## src/rtl/fifo_rd_stream.sv

```systemverilog
// fifo_rd_stream: FIFO read-side client with 2-entry valid/ready output buffer; FIFO_RD_CNT_EN enables the pop counter
module fifo_rd_stream #(
  parameter int DATA_W = 8
) (
  input  logic              clk,
  input  logic              rst,
  input  logic              i_en,
  input  logic              fifo_empty,
  input  logic [DATA_W-1:0] fifo_rddata,
  output logic              fifo_rden,
  output logic              m_valid,
  output logic [DATA_W-1:0] m_data,
  input  logic              m_ready,
  output logic              o_busy,
  output logic [31:0]       o_rd_cnt
);
  typedef enum logic [1:0] {IDLE, RUN, DRAIN} state_t;
  state_t            state_q, state_d;
  logic [1:0]        occ_q, occ_d;
  logic              inflight_q;
  logic [DATA_W-1:0] b0_q, b0_d, b1_q, b1_d;
  logic              pop;
  logic [1:0]        wr_slot;
  logic [2:0]        credit;
  assign pop       = m_valid & m_ready;
  assign m_valid   = occ_q != 2'd0;
  assign m_data    = b0_q;
  assign o_busy    = state_q != IDLE;
  assign credit    = {1'b0, occ_q} + {2'b0, inflight_q} - {2'b0, pop};
  assign wr_slot   = occ_q - {1'b0, pop};
  // reads are gated combinationally so a falling i_en blocks the read in the same cycle
  assign fifo_rden = !rst && state_q == RUN && i_en && !fifo_empty && credit < 3'd2;
  // mode sequencing: DRAIN must empty the pipeline before returning to IDLE
  always_comb begin
    state_d = state_q;
    case (state_q)
      IDLE:    state_d = i_en ? RUN : IDLE;
      RUN:     state_d = i_en ? RUN : DRAIN;
      DRAIN:   state_d = (!inflight_q && occ_q == 2'd0) ? IDLE : DRAIN;
      default: state_d = IDLE;
    endcase
  end
  // head entry shifts out on pop; returning data lands behind whatever remains
  always_comb begin
    b0_d  = pop ? b1_q : b0_q;
    b1_d  = b1_q;
    occ_d = occ_q + {1'b0, inflight_q} - {1'b0, pop};
    if (inflight_q && wr_slot == 2'd0) b0_d = fifo_rddata;
    if (inflight_q && wr_slot != 2'd0) b1_d = fifo_rddata;
  end
  // state, buffer and read-latency tracking registers
  always_ff @(posedge clk) begin
    if (rst) begin
      state_q    <= IDLE;
      occ_q      <= 2'd0;
      inflight_q <= 1'b0;
      b0_q       <= '0;
      b1_q       <= '0;
    end else begin
      state_q    <= state_d;
      occ_q      <= occ_d;
      inflight_q <= fifo_rden;
      b0_q       <= b0_d;
      b1_q       <= b1_d;
    end
  end
`ifdef FIFO_RD_CNT_EN
  logic [31:0] cnt_q;
  // delivered-word counter, wraps naturally
  always_ff @(posedge clk) begin
    if (rst) cnt_q <= '0;
    else if (pop) cnt_q <= cnt_q + 32'd1;
  end
  assign o_rd_cnt = cnt_q;
`else
  assign o_rd_cnt = '0;
`endif
endmodule
```

## config.mk

```make
export PLATFORM = sky130hd
export DESIGN_NAME = fifo_rd_stream
export DESIGN_NICKNAME = d
export VERILOG_FILES = /design/src/rtl/fifo_rd_stream.sv
export SDC_FILE = /design/constraint.sdc
export NUM_CORES = 1
export LEC_CHECK = 0
export BUFFER_PORTS_ARGS = -buffer_cell sky130_fd_sc_hd__buf_2
export CELL_PAD_IN_SITES_DETAIL_PLACEMENT = 1
export CELL_PAD_IN_SITES_GLOBAL_PLACEMENT = 2
export CORE_ASPECT_RATIO = 1.5
export CORE_MARGIN = 10
export CORE_UTILIZATION = 26
export CTS_CLUSTER_DIAMETER = 120
export CTS_CLUSTER_SIZE = 12
export DETAILED_ROUTE_END_ITERATION = 7
export PLACE_DENSITY = 0.86
export SYNTH_ARGS = -nofsm -noshare
export SYNTH_HDL_FRONTEND = slang
export SYNTH_SLANG_ARGS = --single-unit
```

## constraint.sdc

```tcl
create_clock -name clk -period 3.5 [get_ports clk]
set_clock_uncertainty 0.2 [all_clocks]
set_input_delay 0.175 -clock clk [delete_from_list [all_inputs] [get_ports clk]]
set_output_delay 0.175 -clock clk [all_outputs]
set_load 0.02 [all_outputs]
```

# After elaboration in Yosys (flattened, before gate mapping)
# Cells that the tools add are included.
totals:
  ramBits: 0
  ff_bits: 21
  input_bits: 13
  n_memories: 0
  latchBits: 0
  output_inout_bits: 43
  romBits: 0
  elab_cells: 37
op_classes:
  addsub: 5
  bitwise_logic: 1
  n_mul: 0
  n_shift: 0
  muxes: 6
  n_lt_le_gt_ge: 1
  reduce_logical: 17
  div: 0
  n_eq_ne: 2
ops:
  columns: ["cell", "n"]
  rows:
  - ["8-bit two-way mux", 2]
  - ["2-bit nonzero test", 4]
  - ["1-bit logical AND", 7]
  - ["2-bit logical NOT", 3]
  - ["2-bit one-hot mux with 3 select lines", 1]
  - ["2-bit two-way mux", 2]
  - ["2-bit by 1-bit subtractor with 2-bit output", 2]
  - ["2-bit by 1-bit adder with 3-bit output", 1]
  - ["1-bit logical NOT", 3]
  - ["3-bit by 2-bit < comparator with 1-bit output, second input constant", 1]
  - ["3-bit by 1-bit subtractor with 3-bit output", 1]
  - ["2-bit by 1-bit adder with 2-bit output", 1]
  - ["2-bit by 1-bit == test with 1-bit output, second input constant", 1]
  - ["2-bit == test, second input constant", 1]
  - ["1-bit bitwise AND", 1]
  - ["1-bit two-way mux", 1]

# Logic depth before layout (Yosys ltp)
depth:
  ltp_word: 6
  mapped_depth: 9
  mapped_depth_nobuf: 9

# Worst setup path before layout
# OpenSTA, ideal clock, no wires.
synth_path:
  kind: "reg2out"
  start: "reg occ_q[1]"
  end: "out fifo_rden"
  n_path_buf: 0
  stages_incl_launch_ff: 10
  required_time_ns: 3.125
  t_arrival_ns: 2.290
  slack_ns: 0.835
  cell_sequence: "dfxtp_1 o21ai_2 clkinv_1 ha_1 inv_1 ha_1 fa_1 xnor2_1 nor3_1 and3_1"
synth_via:
  elab_chain_len: 5
  elab_cells_between_ends: 6
  cone_classes: "add/sub: 2; order compare: 1; bitwise: 1; reduce/logical: 2"
synth_rtl:
  columns: ["item", "line_no", "source"]
  rows:
  - ["start, declared", "19", "logic [1:0] occ_q, occ_d;"]
  - ["start signal, assigned", "55", "occ_q <= 2'd0;"]
  - ["start signal, assigned", "61", "occ_q <= occ_d;"]
  - ["parallel branches: the longest is 2 deep, another holds 2-bit by 1-bit adder with 3-bit output", null, null]
  - ["3-bit by 1-bit subtractor with 3-bit output *", "29", "assign credit = {1'b0, occ_q} + {2'b0, inflight_q} - {2'b0, pop};"]
  - ["3-bit by 2-bit < comparator with 1-bit output *", "32", "assign fifo_rden = !rst && state_q == RUN && i_en && !fifo_empty && credit < 3'd2;"]
  - ["1-bit logical AND *", "32", null]
  - ["end, declared", "10", "output logic fifo_rden,"]
# Mark *: on every way between the ends.

# Worst setup path in the final report
# Same ends and word-level chain as after synthesis.

==> impl_metrics.tcl <==
set metrics [dict create \
    grt_use_total_pct 7.54 \
    cp_max_fo 9 \
    synth_area_sq_um 1290 \
    path_clk_slew_ns 0.07 \
    rsz0062_at_grt "false" \
    min_path_type "in -> reg" \
    gp_congestion 0.677 \
    critical_path.slowest_cell "fa_1" \
    die_y_um 106 \
    cp_top_family "adder cells" \
    postRouteAntennaNets 0 \
    fmax_mhz 334 \
    die_w_um 77.6 \
    clockBufferDepth 2 \
    hold_violations 0 \
    ctsResizeCount 0 \
    grt_max_degree 29 \
    max_stage_delay_ns 0.39 \
    min_delay_path_depth 3 \
    setup_viol 0 \
    ios 56 \
    fin_crit_ns 2.99 \
    grt_pass1_vias 1124 \
    synth.largest_area_cell "dfxtp_1" \
    crit_path_start "occ_q[1]" \
    fill_cells 604 \
    drt_iter0_drc 33 \
    regToRegSetupSlack_ns 1.04 \
    final_cell_mix "conb_1, buf_2, dfxtp_1" \
    cts_sinks 21 \
    slew_viol_final 0 \
    worst_pin_slew_ns 0.810 \
    crit_path_end_kind "primary output" \
    met2_length_um 1560 \
    fin_area_sq_um 1450 \
    synth-main-ff-cell "dfxtp_1" \
    design.core.area_sq_um 4810 \
    grt_pass1_wl_um 5130 \
    cts-root-buf "clkbuf_8" \
    tritoncts "built" \
    netlist_instances 144 \
    p_per_area_nw_per_um2 478 \
    yosys_warnings 0 \
    area_growth_pct 12.2 \
    cp.arrival_ns 2.62 \
    crit_chain "o21ai_2 -> clkinv_1 -> ha_1 -> inv_1 -> ha_1 -> fa_1 -> xnor2_1 -> nor3_1 -> and3_1 -> buf_2" \
    status "finished, final reports clean" \
    routed_wl_um 3180 \
    cp-endpoint "fifo_rden" \
    ys_types 27 \
    avgSynthCellArea_sq_um 8.98 \
    finalSetupTns_ns 0 \
    p_leak_uw 0.000610 \
    ir_drop_mv 0.127 \
    htree_levels 1 \
    multi_input_area_sq_um 683 \
    timing.critical_path.buf_inv 3 \
    place_area_sq_um 1340 \
    reg2reg_depth 9 \
    setup_slack_ns 0.509 \
    antenna_found_initial 0 \
    regToRegStartpoint "occ_q[1]" \
    crit_path_frequent_cell "ha_1" \
    dr.max_layer_used "met4" \
    via_per_inst 4.04 \
    clkLatencyLatePin_ns 0.26 \
    start_kind "flop" \
    io_buffers 23 \
    num-nets-final 189 \
    die_area_sq_um 8250 \
    dpl_worst_slack_ns 0.750 \
    ys_ff_latch 21 \
    drive_gt1_share_pct 22.7 \
    ys_seq_area_share_pct 32.5 \
    min_period_over_period_pct 85.4 \
    r2r-end "inflight_q" \
    synth_top_area_share_pct 32.5 \
    drt_first_pass_iters 4 \
    drt-wirelength-per-cell_um 13.4 \
    synth_edf_count 0 \
    synth-async-reset-ratio_pct 0 \
    worst-path-stages 10 \
    final_common_cell "conb_1" \
    antenna_cells 0 \
    synth_area_leaders "dfxtp_1, buf_4, a311oi_2" \
    overflow 0 \
    required_ns 3.12 \
    regArea_sq_um 420 \
    cts_buffers 3 \
    met3_wirelength_um 280 \
    drt-met1-wl_um 1300 \
    relSlewSlack_pct 46.0 \
    drcViolationCount 0 \
    hp-start "fifo_rddata[0]" \
    cap_violations 0 \
    via_count 962 \
    dp_hpwl_um 2470 \
    fp-row-count 31 \
    timing_worst_setup_path_type "reg -> out" \
    initial_core_util_pct 26.9 \
]
==> synth_stat cells (2+ instances only) <==
cell,count
buf_4,33
mux2i_1,8
or2_2,2
and3_1,2
nor2b_1,4
nor3_1,9
nand2b_1,17
ha_1,2
clkbuf_1,2
buf_6,2
nand2_1,17
a311oi_2,8
dfxtp_1,21
inv_1,4
==> cells by family after synthesis <==
kind of cell / after synthesis / synth area share (%)
AOI/OAI and AO/OA: 12 / 11.3
xor gates and xnor gates: 1 / 0.678
muxes: 8 / 6.20
DFF: 21 / 32.5
adders and majority gates: 3 / 3.48
buffers and inverters: 44 / 23.6
and+or+nand+nor: 54 / 21.9
other: 1 / 0.290
==> power by group <==
group	total, uW	switching (uW)	internal [uW]	leakage [uW]
sequential	278	20.0	258	0.000170
clock	161	80.3	81.2	0.0000228
combinational	254	160	94.1	0.000417
total	694	260	434	0.000610
==> worst register-to-register path, cell delays in order (launching register included) <==
cell and delay, ns:
dfxtp_1 0.37, o21ai_2 0.15, clkinv_1 0.24, ha_1 0.36
inv_1 0.04, ha_1 0.18, fa_1 0.39, xnor2_1 0.13
nor3_1 0.16, and3_1 0.18
==> through the flow <==
step / power, uW / util [%] / hold slack (ns) / cells
5_1_grt: 748 / 30.2 / 0.00591 / 238
6_report: 694 / 30.2 / 0.00292 / 238
2_1_floorplan: 488 / - / 0.130 / 175
4_1_cts: 704 / 30.2 / 0.00353 / 238
3_5_place_dp: 534 / 27.8 / 0.257 / 227
3_3_place_gp: 525 / 27.8 / 0.253 / 227
==> per-layer routing <==
metal	vias up	track usage, %
li1	462	-
met1	455	7.62
met2	41	13.2
met3	4	3.46
met4	0	2.75
met5	-	0
==> how the worst min path moves through the flow <==
stage                         end  slack, ns
final                     b1_q[0]      0.003
after global placement    b1_q[1]       0.25
after detailed placement  b1_q[5]       0.26
after global routing      b1_q[4]      0.006
after floorplan           b1_q[2]       0.13
after CTS                 b1_q[0]      0.004
==> flip-flops by register name, summed over array words and instances (netlist names) <==
register and flops:
state_q 2, inflight_q 1, m_data 8, b1_q 8, occ_q 2
==> area by class of cell <==
type / instances / share of cell area [%]
sequential: 21 / 29.0
multi-input combinational: 110 / 47.1
clock buffer: 4 / 3.11
tap: 66 / 5.69
timing repair buffer: 32 / 13.8
inverter: 5 / 1.29
==> what timing repair did <==
action	CTS	global route
hold endpoints to repair	7	0
setup buffers	0	0
hold buffers	7	0
Power figures use the tool's default switching activity.
